<file path="config.mk">
export PLATFORM = sky130hd
export DESIGN_NAME = ampl_scan
export DESIGN_NICKNAME = d
export VERILOG_FILES = /design/src/rtl/ampl_scan.sv
export SDC_FILE = /design/constraint.sdc
export NUM_CORES = 1
export LEC_CHECK = 0
export ABC_AREA = 1
export CORE_ASPECT_RATIO = 1.1
export CORE_MARGIN = 4
export CORE_UTILIZATION = 45
export DETAILED_ROUTE_END_ITERATION = 6
export GPL_TIMING_DRIVEN = 0
export PLACE_DENSITY = 0.8
export SLEW_MARGIN = 20
export SYNTH_ARGS = -nofsm -noshare
export SYNTH_HDL_FRONTEND = slang
export SYNTH_SLANG_ARGS = --single-unit
</file>
<file path="constraint.sdc">
create_clock -name clk -period 2 [get_ports clk]
set_input_delay 0.4 -clock clk [delete_from_list [all_inputs] [get_ports clk]]
set_output_delay 0.4 -clock clk [all_outputs]
set_load 0.01 [all_outputs]
</file>
<file path="src/rtl/ampl_scan.sv">
// Sweeps FFT output bins through the float32 magnitude unit, stores each
// amplitude and tracks the spectral peak over the sweep.
module ampl_scan #(
  parameter int N_BINS  = 64,
  parameter int ADDR_W  = 6,
  parameter int TIMEOUT = 1023
) (
  input  logic              clk,
  input  logic              reset,
  input  logic              start,
  output logic              busy,
  output logic              done,
  output logic              error,
  output logic              bin_rd,
  output logic [ADDR_W-1:0] bin_addr,
  input  logic [31:0]       bin_re,
  input  logic [31:0]       bin_im,
  output logic              amp_start,
  output logic [31:0]       amp_x,
  output logic [31:0]       amp_y,
  input  logic [31:0]       amp_result,
  input  logic              amp_done,
  output logic              wr_en,
  output logic [ADDR_W-1:0] wr_addr,
  output logic [31:0]       wr_data,
  output logic [31:0]       peak_amp,
  output logic [ADDR_W-1:0] peak_bin
);

  localparam int CNT_W = $clog2(TIMEOUT + 1);
  localparam logic [ADDR_W-1:0] LAST_BIN = ADDR_W'(N_BINS - 1);
  localparam logic [CNT_W-1:0]  CNT_LAST = CNT_W'(TIMEOUT - 1);

  typedef enum logic [2:0] {
    IDLE, READ, CAPT, LAUNCH, WAIT_LOW, WAIT_HIGH, WRITE, FIN
  } state_t;

  state_t            state, state_d;
  logic [ADDR_W-1:0] idx;
  logic [CNT_W-1:0]  cnt;
  logic              waiting;
  logic              expired;
  logic              res_nan;
  logic              res_gt;

  // cnt holds the cycles already spent in the current wait state
  assign waiting = (state == WAIT_LOW) || (state == WAIT_HIGH);
  assign expired = (cnt == CNT_LAST);
  assign res_nan = (wr_data[30:23] == 8'hFF) && (|wr_data[22:0]);
  assign res_gt  = (wr_data[30:0] > peak_amp[30:0]);

  always_comb begin
    state_d   = state;
    busy      = (state != IDLE);
    done      = 1'b0;
    bin_rd    = 1'b0;
    amp_start = 1'b0;
    wr_en     = 1'b0;
    bin_addr  = idx;
    wr_addr   = idx;
    case (state)
      IDLE:      if (start) state_d = READ;
      READ: begin
        bin_rd  = 1'b1;
        state_d = CAPT;
      end
      CAPT:      state_d = LAUNCH;
      LAUNCH: begin
        amp_start = 1'b1;
        state_d   = WAIT_LOW;
      end
      WAIT_LOW: begin
        if (!amp_done)   state_d = WAIT_HIGH;
        else if (expired) state_d = FIN;
      end
      WAIT_HIGH: begin
        if (amp_done)     state_d = WRITE;
        else if (expired) state_d = FIN;
      end
      WRITE: begin
        wr_en   = 1'b1;
        state_d = (idx == LAST_BIN) ? FIN : READ;
      end
      FIN: begin
        done    = 1'b1;
        state_d = IDLE;
      end
      default:   state_d = IDLE;
    endcase
  end

  always_ff @(posedge clk) begin
    if (reset) begin
      state    <= IDLE;
      idx      <= '0;
      cnt      <= '0;
      amp_x    <= '0;
      amp_y    <= '0;
      wr_data  <= '0;
      peak_amp <= '0;
      peak_bin <= '0;
      error    <= 1'b0;
    end else begin
      state <= state_d;
      cnt   <= (waiting && state_d == state) ? cnt + 1'b1 : '0;
      case (state)
        IDLE: begin
          if (start) begin
            idx      <= '0;
            error    <= 1'b0;
            peak_amp <= '0;
            peak_bin <= '0;
          end
        end
        CAPT: begin
          amp_x <= bin_re;
          amp_y <= bin_im;
        end
        WAIT_LOW: begin
          if (amp_done && expired) error <= 1'b1;
        end
        WAIT_HIGH: begin
          if (amp_done)     wr_data <= amp_result;
          else if (expired) error   <= 1'b1;
        end
        WRITE: begin
          // NaN never wins; strict compare keeps the lower bin on ties
          if (!res_nan && res_gt) begin
            peak_amp <= wr_data;
            peak_bin <= idx;
          end
          if (idx != LAST_BIN) idx <= idx + 1'b1;
        end
        default: ;
      endcase
    end
  end

endmodule

</file>
# After elaboration in Yosys (flattened, before gate mapping)
# Index checks and enable logic that the tools add are counted.
# W data, S select, Z words.
totals:
  reg_bits: 154
  word_cells: 70
op_classes:
  addsub: 2
  order_cmp: 1
  n_eq_ne: 18
  muxes: 23
  n_bitwise: 1
  reduce_logical: 16
op_table:
  columns: ["op", "count"]
  rows:
  - ["$mux W32", 2]
  - ["$pmux W32 S2", 1]
  - ["$gt A31 B31 Y1", 1]
  - ["$pmux W3 S8", 1]
  - ["$pmux W6 S2", 2]
  - ["$reduce_or A23 Y1", 1]
  - ["$mux W6", 3]
  - ["$mux W3", 5]
  - ["$eq A3 B3 Y1 const B", 4]
  - ["$add A10 B1 Y10 const B", 1]
  - ["$eq A10 B10 Y1 const B", 1]
  - ["$ne A2 B2 Y1 const B", 5]
  - ["$eq A8 B8 Y1 const B", 1]
  - ["$mux W1", 8]
  - ["$add A6 B1 Y6 const B", 1]
  - ["$eq A3 B2 Y1 const B", 2]
  - ["$eq A6 B6 Y1 const B", 1]
  - ["$ne A6 B6 Y1 const B", 1]
  - ["$reduce_and A3 Y1", 2]
  - ["$reduce_bool A3 Y1", 2]
  - ["$reduce_and A5 Y1", 1]
  - ["$logic_and A1 B1 Y1", 4]
  - ["$eq A3 B1 Y1 const B", 1]
  - ["$eq A3 B3 Y1", 1]
  - ["9 further kinds", 9]

# Longest topological paths before layout
# Gate-level depths: netlist (run 1).
logic_depth:
  ltp_word: 8
  ltp_mapped: 17
  depth_no_buf: 16

# Worst setup path after synthesis (run 1)
# OpenSTA, ideal clock, no wires.
synth_timing:
  kind: "flip-flop to flip-flop"
  start: "register peak_amp[30]"
  end: "register peak_amp[0]"
  arrival_ps: 1775
  t_required_ps: 1885
  path_slack_ps: 110
  stages_incl_launch_ff: 14
  path_buffers: 2
  synth_period_minus_slack_ps: 1890
  path_cell_list: "dfxtp_1 > inv_1 > ha_1 > nand2_1 > nor2_1 > inv_1 > nor3_1 > nand2_1 > nand2_1 > nand2_2 > buf_6 > buf_4 > a21oi_1 > nor2_1"
synth_via:
  elab_chain_cells: 4
synth_lines:
  columns: ["item", "line", "rtl"]
  rows:
  - ["from (decl)", "26", "output logic [31:0] peak_amp,"]
  - ["from (signal assigned)", "129", "peak_amp <= wr_data;"]
  - ["$gt A31 B31 Y1", "50", "assign res_gt = (wr_data[30:0] > peak_amp[30:0]);"]
  - ["$logic_and A1 B1 Y1", "128", "if (!res_nan && res_gt) begin"]
  - ["$ne A2 B2 Y1 (no source line)", null, null]
  - ["$reduce_and A3 Y1 (no source line)", null, null]
# Every way passes these cells.
# A chain may end at the register's enable or synchronous reset.

# Worst setup path in the final report (run 1)
layout_timing:
  start: "register wr_data[18]"
  end: "register peak_amp[12]"
layout_via:
  elab_chain_cells: 6
  word_cells_on_any_way: 7
layout_lines:
  columns: ["item", "line", "rtl"]
  rows:
  - ["from (decl)", "25", "output logic [31:0] wr_data,"]
  - ["from (signal assigned)", "123", "if (amp_done) wr_data <= amp_result;"]
  - ["parallel branches: the longest is 3 deep, another holds $gt A31 B31 Y1", null, null]
  - ["$logic_and A1 B1 Y1 *", "128", null]
  - ["$ne A2 B2 Y1 (no source line) *", null, null]
  - ["$reduce_and A3 Y1 (no source line) *", null, null]
# Every way passes the cells marked *.

==> flow_summary_export.csv, run 1 <==
group,metric,value,unit
run_status,status,"finished, violations left",
run_status,violations,"DRC, setup timing",
grt,grt_max_degree,19,
floorplan,die_w,127.3,um
synth,synthSimpleGateAreaFrac,20.64,%
cells_and_area,n_antenna_cell,0,
detailed_routing,drt_iter0_markers,504,
setup_path,critical_path.max_fanout,6,
sta,rsz0062_at_grt,"yes",
cts,cts.path.max_buffers,2,
sta,slew_viol_final,0,
place,portBuffers,251,
detailed_routing,drt-vias-per-instance,5.257,
cells_and_area,final_cells,1477,
synth,synth.distinct_cells,29,
detailed_routing,ant_nets,0,
flow_run,maxCapViolCount,0,
hold_path,min_path_type,"flip-flop to flip-flop",
sta,fmax,450.0,MHz
setup_path,critPathKind,"flip-flop to flip-flop",
floorplan,rows,47,
detailed_routing,drtPass1Iterations,7,
place,placedCellCount,1427,
setup_path,worstPathArrival,2.54,ns
floorplan,core,15230,um^2
floorplan,die-area,17720,um^2
cells_and_area,synthToLayoutAreaGrowth,58.94,%
cts,cts_tree,"yes",
setup_path,worst_r2r_startpoint,"wr_data[18]$_SDFFE_PP0P_",
synth,netlist_instances,980,
synth,synth_top_family_by_area,"simple AND/OR/NAND/NOR gates",
cells_and_area,fillers,1120,
cts,cts_inserted_buffers,17,
cts,clk_latency,0.43,ns
synth,synth_compound_area_share,17.11,%
place,pre_cts_slack,-0.5561,ns
power,p_leak,4.533,nW
synth,syn_avg_cell_area,7.187,um^2
floorplan,pin_count,252,
sta,finalClockSkew,0.01321,ns
detailed_routing,remaining_drc_errors,5,
sta,fin_crit_sh,111.1,%
detailed_routing,routedWlPerCell,17.22,um
cts,ctsHoldBuffers,0,
setup_path,start_kind,"flip-flop",
cells_and_area,drive_gt1_share,15.38,%
sta,slew_headroom,48.39,%
hold_path,min_from,"amp_x[4]$_SDFFE_PP0P_",
place,place_area,9801,um^2
setup_path,crit_required,2.32,ns
power,peakVddDrop,665.6,uV
power,pwr_density_cell,925.8,nW/um^2
grt,grt_usage,26.63,%
grt,grt_pass1_wl,37450,um
sta,whs,0.4432,ns
synth,synth_xor_xnor_area_share,1.119,%
sta,tightest_slew,0.7742,ns
place,hpwl,17620,um
cts,path_clk_slew,0.07,ns
power,total_power,0.01036,W
sta,fin_ws,-0.2220,ns
floorplan,initial_core_util,46.24,%
grt,grt.overflow.total,0,
sta,setup_viol_count_final,38,
setup_path,startpoint,"wr_data[18]$_SDFFE_PP0P_",
synth,ys_seq_elements,154,
cts,htree_levels,4,
grt,antenna_found_initial,2,
sta,period_needed,2.222,ns
synth,yosysWarnings,0,
grt,grt_pass1_vias,7496,
synth,synth_seq_area_share,43.77,%
synth,synthMuxAreaShare,0,%
place,gp_congestion,0.9100,
detailed_routing,drt_wl_total,25430,um
cells_and_area,final_nets,1402,
detailed_routing,vias,7764,
cts,cts_sinks,154,
cells_and_area,stdcell_area,11190,um^2
sta,hold_viol_final,0,
setup_path,worst_setup_path_end_kind,"flip-flop",
synth,synth_area,7043,um^2
synth,synth-adder-area-share,6.040,%
synth,synthesis.nets,1114,
cts,cts-root-buf,"clkbuf_16",
floorplan,chipHeight,139.2,um
==> synthesized netlist by cell type <==
cell	instances	area, um^2
o211ai_1	1	7.510
buf_2	4	20.02
a21oi_1	114	570.6
nand3_1	47	235.2
buf_1	2	7.510
a21o_1	2	15.01
nor3b_1	1	7.510
buf_6	2	22.52
nand2_2	2	12.51
ha_1	34	425.4
nor3_1	4	20.02
inv_2	4	15.01
nand4_1	5	31.28
clkbuf_1	41	153.9
xnor2_1	4	35.03
nor2_1	146	548.0
xor2_1	5	43.79
nand3b_1	4	30.03
o21ai_0	98	490.5
dfxtp_1	154	3083
a31oi_1	1	6.260
nor3_4	1	16.27
inv_1	138	518.0
nand3b_4	1	20.02
buf_4	8	60.06
a21boi_0	13	97.59
a211oi_1	1	7.510
nand2_1	142	533.0
o211a_1	1	10.01
==> layout make-up <==
type / count / area [um^2] / share of cell area, %
inverters: 142 / 533.0 / 4.761
multi-input cells: 627 / 3637 / 32.49
well taps: 196 / 245.2 / 2.191
clock inverters: 10 / 140.1 / 1.252
repair buffers: 270 / 2720 / 24.30
flip-flops and latches: 154 / 3134 / 28.00
plain buffers: 56 / 310.3 / 2.772
clock buffers: 22 / 474.2 / 4.236
==> critical path: stages (launching register included) <==
cell	delay, ns
dfxtp_1	0.43
ha_1	0.29
nand2_1	0.10
inv_1	0.06
nand2_1	0.08
nand2_1	0.07
nand2_1	0.07
nand2_1	0.09
a21oi_2	0.17
nand2_2	0.08
nand2_4	0.14
buf_8	0.16
buf_8	0.13
nand3_1	0.07
nand2_1	0.11
nor2_1	0.05
==> per-layer routing <==
layer / track usage (%) / up-vias / part of all wire, %
li1: - / 3699 / -
met1: 27.44 / 3538 / 33
met2: 47.27 / 418 / 50
met3: 11.61 / 105 / 13
met4: 10.22 / 4 / 4.4
met5: 0 / - / 0.086
==> power breakdown <==
group	internal, W	total (W)	switching [W]
clock network	0.00206	0.00337	0.00131
registers	0.00348	0.00373	0.000249
logic	0.00157	0.00326	0.00170
total	0.00711	0.0104	0.00325
==> cells by family after synthesis <==
logic type / after synthesis
and+or+nand+nor: 353
xor gates and xnor gates: 9
AOI/OAI and AO/OA: 231
adders and majority gates: 34
DFF: 154
buffers and inverters: 199
==> timing repair <==
action / 4_1_cts / 5_1_grt
setup buffers: 10 / 6
setup endpoints to repair: 50 / 66
resized for setup: 93 / 84
gates cloned: 3 / 0
pin swaps: 21 / 27
==> state kept, by name, indices dropped and copies added, names as in the netlist <==
signal,count
amp_x,32
peak_bin,6
cnt,10
wr_data,32
error,1
bin_addr,6
state,3
peak_amp,32
amp_y,32
==> placed cells by master (no fill, tap or decap), types with 4 or more instances in the layout <==
master	count
clkbuf_8	4
clkdlybuf4s50_1	246
clkbuf_16	17
nand2_4	4
nand3_1	36
a21oi_2	13
nor2_4	5
inv_2	18
buf_8	4
nand2_2	8
nand3_2	9
dfxtp_2	38
nor2_1	136
nand2_1	132
inv_1	124
clkbuf_1	38
o21ai_0	98
a21boi_1	7
xor2_1	5
ha_4	18
ha_1	16
dfxtp_1	115
xnor2_1	4
a21boi_2	5
a21oi_1	100
nand4_1	5
nand3b_1	4
nor2_2	5
buf_4	21
==> stage by stage <==
stage / TNS [ns] / util [%]
2_1_floorplan: 0 / -
3_3_place_gp: -48.86 / 64.35
3_5_place_dp: -52.47 / 64.35
4_1_cts: -0.4294 / 71.00
5_1_grt: -7.392 / 73.50
6_report: -4.809 / 73.50
==> worst paths after layout <==
kind / endpoint / slack (ns) / cells after the start
setup / recovery: peak_amp[12]$_SDFFE_PP0P_ / -0.22 / 15
setup reg to reg: peak_amp[12]$_SDFFE_PP0P_ / -0.22 / 15
hold reg to reg: amp_x[4]$_SDFFE_PP0P_ / 0.44 / 2
hold / removal: amp_x[4]$_SDFFE_PP0P_ / 0.44 / 2
Note: power is estimated with default switching activity, not from simulation.
==> inputs of run 2 (changes only) <==
--- a/config.mk
+++ b/config.mk
@@ -11,7 +11,7 @@
 export CORE_UTILIZATION = 45
 export DETAILED_ROUTE_END_ITERATION = 6
 export GPL_TIMING_DRIVEN = 0
-export PLACE_DENSITY = 0.8
+export PLACE_DENSITY = 0.78
 export SLEW_MARGIN = 20
 export SYNTH_ARGS = -nofsm -noshare
 export SYNTH_HDL_FRONTEND = slang
==> run 2 against run 1 <==
  * The flow finishes with violations (setup timing)
  * Sequential share of layout area about the same
  * Cell count up 0.14%
  * Critical path depth unchanged
  * Sequential power about the same
  * Worst hold slack worse by 0.0023 ns
  * Register-to-register slack better by 0.06 ns
  * Design area up 0.35%
  * Core utilization up 0.25 points
  * Non-clock buffer count up 2
  * Fmax up 2.9%
  * Wire length down 2.1%
  * Flip-flop and latch count unchanged
==> flow_summary_export.csv, run 2 (synthesis gave the netlist of run 1 again) <==
group,metric,value,unit
cts,path_clk_slew,0.07,ns
power,pwr_density_cell,930.9,nW/um^2
setup_path,reg2reg_to,"peak_amp[7]$_SDFFE_PP0P_",
cts,cts-root-buf,"clkbuf_16",
sta,finalClockSkew,0.01224,ns
place,pre_cts_slack,-0.5488,ns
run_status,violations,"setup timing",
run_status,status,"finished, violations left",
floorplan,rows,47,
sta,slew_headroom,52.71,%
floorplan,die_w,127.3,um
power,p_sw_share,31.40,%
sta,slew_viol_final,0,
sta,fin_ws,-0.1603,ns
grt,antenna_found_initial,2,
power,peakVddDrop,616.3,uV
detailed_routing,drt_iter0_markers,491,
cells_and_area,final_cell_mix,"247 x clkdlybuf4s50_1, 138 x nor2_1, 132 x nand2_1",
cells_and_area,n_antenna_cell,0,
setup_path,crit_required,2.31,ns
sta,setup_viol_count_final,38,
cells_and_area,final_nets,1404,
power,p_sw,0.003284,W
cells_and_area,synthToLayoutAreaGrowth,59.50,%
place,portBuffers,251,
floorplan,core,15230,um^2
cells_and_area,drive_gt1_share,16.60,%
grt,grt_pass1_wl,36340,um
place,placedCellCount,1427,
power,total_power,0.01046,W
hold_path,hold_end,"amp_y[8]$_SDFFE_PP0P_",
hold_path,min_from,"amp_y[8]$_SDFFE_PP0P_",
detailed_routing,drtPass1Iterations,5,
setup_path,start_kind,"flip-flop",
cts,cts_sinks,154,
place,hpwl,17490,um
grt,grt.overflow.total,0,
hold_path,hold_path_depth,2,
setup_path,worstPathArrival,2.47,ns
grt,grt_pass1_vias,7269,
cells_and_area,layout_commonest_cell,"clkdlybuf4s50_1",
cts,htree_levels,4,
cts,cts_tree,"yes",
sta,fin_crit_sh,108.0,%
floorplan,pin_count,252,
sta,hold_viol_final,0,
power,combPwrFrac,31.0,%
sta,period_needed,2.160,ns
detailed_routing,ant_nets,0,
setup_path,worst_r2r_startpoint,"wr_data[6]$_SDFFE_PP0P_",
setup_path,critPathKind,"flip-flop to flip-flop",
setup_path,worst_setup_path_end_kind,"flip-flop",
hold_path,min_path_type,"flip-flop to flip-flop",
floorplan,die-area,17720,um^2
cells_and_area,final_cells,1479,
grt,grt_usage,25.74,%
setup_path,r2r_cells,15,
power,clockPowerShare,33.4,%
floorplan,chipHeight,139.2,um
setup_path,reg2reg_setup_slack,-0.16,ns
floorplan,initial_core_util,46.24,%
setup_path,critical_path.max_fanout,6,
sta,rsz0062_at_grt,"yes",
detailed_routing,vias,7560,
power,p_int,0.007174,W
detailed_routing,drt-vias-per-instance,5.112,
sta,tightest_slew,0.7094,ns
sta,fmax,462.9,MHz
cts,clk_latency,0.43,ns
detailed_routing,remaining_drc_errors,0,
grt,grt_max_degree,19,
power,power_frac_seq,35.6,%
flow_run,maxCapViolCount,0,
cts,cts_inserted_buffers,17,
cts,cts.path.max_buffers,2,
cells_and_area,final_util,73.75,%
sta,whs,0.4409,ns
cts,ctsHoldBuffers,0,
power,p_leak,4.511,nW
place,gp_congestion,0.9119,
detailed_routing,routedWlPerCell,16.83,um
detailed_routing,drt_wl_total,24900,um
==> run 2: final cells by class <==
type                       instances  area, um^2
inverter                         142       533.0
clock buffer                      18       439.2
clock inverter                    14       193.9
tap                              196       245.2
sequential                       154        3146
multi-input combinational        627        3692
buffer                            56       290.3
timing repair buffer             272        2694
fill                            1089        3998
==> run 2: worst max path at each step <==
stage / endpoint / slack [ns] / cells past startpoint / start
final: peak_amp[7]$_SDFFE_PP0P_ / -0.16 / 15 / wr_data[6]$_SDFFE_PP0P_
after global routing: peak_amp[7]$_SDFFE_PP0P_ / -0.25 / 16 / peak_amp[6]$_SDFFE_PP0P_
after CTS: wr_addr[3] / 0.001 / 2 / bin_addr[3]$_SDFFE_PP0P_
after detailed placement: peak_amp[17]$_SDFFE_PP0P_ / -0.55 / 11 / start
after global placement: peak_amp[17]$_SDFFE_PP0P_ / -0.53 / 11 / start
after floorplan: peak_amp[0]$_SDFFE_PP0P_ / 0.11 / 13 / peak_amp[30]$_SDFFE_PP0P_
==> run 2: power groups by stage <==
| stage | sequential [W] | combinational (W) | clock (W) |
|---|---|---|---|
| global route | 0.00378 | 0.00354 | 0.00365 |
| global placement | 0.00374 | 0.00270 | 0 |
| CTS | 0.00370 | 0.00280 | 0.00349 |
| finish | 0.00372 | 0.00324 | 0.00349 |
| detailed placement | 0.00375 | 0.00272 | 0 |
| floorplan | 0.00390 | 0.00119 | 0 |
==> run 2: layer usage <==
metal | share of wire [%] | global-route usage, %
met5 | 0.084 | 0
met4 | 3.7 | 8.922
met3 | 12 | 11.46
met2 | 49 | 44.44
met1 | 36 | 27.85
==> run 2: stage by stage <==
stage	instance area (um^2)	TNS, ns
2_1_floorplan	7043	0
3_3_place_gp	9801	-46.89
3_5_place_dp	9801	-49.02
4_1_cts	10570	0
5_1_grt	11230	-7.277
6_report	11230	-2.325
==> run 2: what timing repair did <==
action | in CTS | in global routing
resized for setup | 41 | 132
setup endpoints to repair | 43 | 96
cloned | 0 | 1
pin swaps | 4 | 33
buffers inserted | 5 | 15
==> run 2: worst max-delay path, stage by stage, from the launching register on <==
cell and delay (ns):
dfxtp_1 0.41, ha_4 0.24, nand2_2 0.11, inv_2 0.06, a21oi_2 0.17, nand2_1 0.09
nand2_1 0.09, nand2_1 0.08, nand2_1 0.07, nand2_1 0.06, nand2_2 0.11, buf_8 0.16
buf_8 0.13, nand3_1 0.08, nand2_1 0.13, nor2_1 0.06
==> inputs of run 3 (changes only) <==
--- a/config.mk
+++ b/config.mk
@@ -6,6 +6,7 @@
 export NUM_CORES = 1
 export LEC_CHECK = 0
 export ABC_AREA = 1
+export CAP_MARGIN = 0
 export CORE_ASPECT_RATIO = 1.1
 export CORE_MARGIN = 4
 export CORE_UTILIZATION = 45
==> constraint.sdc (replaced) <==
create_clock -name clk -period 2 [get_ports clk]
set_input_delay 0.4 -clock clk [delete_from_list [all_inputs] [get_ports clk]]
set_output_delay 0.4 -clock clk [all_outputs]
set_load 0.05 [all_outputs]
==> run 3 against run 2 <==
  * The run still ends with setup timing left
  * First-iteration DRC count is 7.9% higher
  * Cell count is 0.20% higher
  * Setup slack worse by 0.093 ns
  * Clock power is 8.3% lower
  * Sequential power hardly changed
  * Clock-buffer cell count is 5 higher
  * Core utilization is 0.11 points higher
  * Die area stayed put
  * Register-to-register slack worse by 0.09 ns
  * Non-clock buffer count is 2 higher
  * Sequential share of layout area is 0.16 points higher
  * Critical endpoint is now peak_amp[19]$_SDFFE_PP0P_
  * Largest cell class unchanged
==> flow_summary_export.csv, run 3 (synthesis gave the netlist of run 1 again) <==
group,metric,value,unit
run_status,status,"finished, violations left",
run_status,violations,"setup timing",
cts,cts-root-buf,"clkbuf_16",
setup_path,critical_path.max_fanout,5,
cells_and_area,n_antenna_cell,0,
detailed_routing,drt_wl_total,24820,um
setup_path,worstPathCellList,"inv_4 -> ha_4 -> nand2_4 -> nor2_4 -> nand4_1 -> nor3_2 -> nand2_1 -> nand2_2 -> nand2_4 -> buf_8 -> buf_8 -> nand3_1 -> nand2_1 -> nor2_1",
sta,fin_ws,-0.2534,ns
sta,rsz0062_at_grt,"yes",
power,p_leak,5.781,nW
sta,period_needed,2.253,ns
sta,finalClockSkew,0.01135,ns
setup_path,worstPathArrival,2.61,ns
floorplan,rows,47,
sta,setup_viol_count_final,39,
grt,grt_usage,26.58,%
setup_path,worst_setup_path_end_kind,"flip-flop",
place,place_area,9882,um^2
setup_path,cp_slowest_stage_delay,0.36,ns
cells_and_area,final_nets,1407,
power,pwr_density_cell,995.6,nW/um^2
cts,cts.path.max_buffers,2,
sta,hold_viol_final,0,
detailed_routing,remaining_drc_errors,0,
hold_path,min_path_type,"flip-flop to flip-flop",
setup_path,start_kind,"flip-flop",
power,power_frac_seq,33.2,%
grt,grt.overflow.total,0,
detailed_routing,ant_nets,0,
cells_and_area,synthToLayoutAreaGrowth,59.74,%
cts,path_clk_slew,0.06,ns
sta,whs,0.4403,ns
power,combPwrFrac,38.2,%
floorplan,pin_count,252,
power,p_sw,0.004390,W
detailed_routing,drt-vias-per-instance,5.152,
grt,antenna_found_initial,0,
floorplan,die-area,17720,um^2
grt,grt_pass1_wl,37520,um
cts,cts_sinks,154,
cells_and_area,layout_commonest_cell,"nor2_1",
power,peakVddDrop,629.2,uV
sta,tightest_slew,0.8023,ns
cells_and_area,stdcell_area,11250,um^2
power,p_sw_share,39.20,%
cts,cts_inserted_buffers,17,
setup_path,slowest_stage,"dfxtp_4",
cts,cts_tree,"yes",
sta,fin_crit_sh,112.7,%
power,p_int,0.006811,W
sta,slew_headroom,46.51,%
place,portBuffers,251,
detailed_routing,drtPass1Iterations,6,
cts,clk_latency,0.43,ns
sta,fmax,443.8,MHz
detailed_routing,vias,7636,
cells_and_area,final_cell_mix,"139 x nor2_1, 136 x nand2_1, 127 x inv_1",
power,clockPowerShare,28.6,%
cells_and_area,final_util,73.87,%
grt,grt_pass1_vias,7390,
flow_run,maxCapViolCount,0,
floorplan,chipHeight,139.2,um
detailed_routing,drt_iter0_markers,530,
place,gp_congestion,0.8821,
sta,slew_viol_final,0,
floorplan,core,15230,um^2
place,hpwl,17230,um
detailed_routing,routedWlPerCell,16.75,um
floorplan,die_w,127.3,um
grt,grt_max_degree,19,
setup_path,cp_top_family,"simple AND/OR/NAND/NOR gates",
setup_path,critPathBufInv,3,
setup_path,crit_required,2.36,ns
cells_and_area,drive_gt1_share,17.50,%
floorplan,initial_core_util,46.24,%
cts,htree_levels,4,
sta,timing.setup.tns,-6.458,ns
setup_path,critPathKind,"flip-flop to flip-flop",
==> run 3: changes by cell type in the layout (fill, tap and decap cells not counted), moves of 12 or more <==
| cell | previous run | this run |
|---|---|---|
| clkdlybuf4s50_1 | 247 | 115 |
| dfxtp_1 | 108 | 96 |
| dlygate4sd2_1 | 3 | 67 |
| dlymetal6s2s_1 | 1 | 56 |
| ha_1 | 9 | 22 |
| ha_4 | 25 | 12 |
| inv_2 | 26 | 13 |
==> run 3: worst min-delay path: stages (launching register included) <==
cell	delay (ns)
dfxtp_1	0.31
inv_1	0.04
a21oi_1	0.05
==> run 3: worst paths after layout <==
check | slack, ns | to | from | cells past startpoint
worst min-delay path | 0.44 | amp_y[29]$_SDFFE_PP0P_ | amp_y[29]$_SDFFE_PP0P_ | 2
worst min register to register | 0.44 | amp_y[29]$_SDFFE_PP0P_ | amp_y[29]$_SDFFE_PP0P_ | 2
worst max register to register | -0.25 | peak_amp[19]$_SDFFE_PP0P_ | peak_amp[22]$_SDFFE_PP0P_ | 14
worst max-delay path | -0.25 | peak_amp[19]$_SDFFE_PP0P_ | peak_amp[22]$_SDFFE_PP0P_ | 14
==> run 3: final cells by class <==
cell class	count	area, um^2
Multi-Input combinational cell	628	3580
Timing Repair Buffer	274	2814
Sequential cell	154	3168
Inverter	142	538.0
Buffer	56	319.1
Tap cell	196	245.2
Clock inverter	9	87.58
Clock buffer	23	499.2
Fill cell	1146	3980
==> run 3: through the flow <==
| stage | total power [W] | setup WS (ns) | std cells |
|---|---|---|---|
| CTS | 0.01104 | -0.1295 | 1479 |
| global route | 0.01169 | -0.2794 | 1482 |
| global placement | 0.007639 | -0.6793 | 1427 |
| floorplan | 0.006302 | 0.001882 | 980 |
| finish | 0.01120 | -0.2534 | 1482 |
| detailed placement | 0.007678 | -0.6626 | 1427 |
==> run 3: per-layer routing <==
metal  global-route usage (%)  wire length (um)  vias to the layer above
met5                        0                 0                        -
met4                    10.28               798                        0
met3                    10.23              2497                       66
met2                    46.58             12410                      362
met1                    28.72              9109                     3508
li1                         -                 -                     3700
==> run 3: power groups by stage <==
stage	registers [W]	logic [W]	clock network [W]
2_1_floorplan	0.00506	0.00125	0
3_3_place_gp	0.00377	0.00387	0
3_5_place_dp	0.00378	0.00390	0
4_1_cts	0.00372	0.00409	0.00323
5_1_grt	0.00376	0.00455	0.00338
6_report	0.00372	0.00427	0.00320
==> run 3: timing repair <==
item                       in CTS  in global routing
cloned                          5                  1
pin swaps                      32                 31
buffers inserted               16                  4
resized for setup             199                 97
setup endpoints to repair     125                165
hold buffers                    0                  0
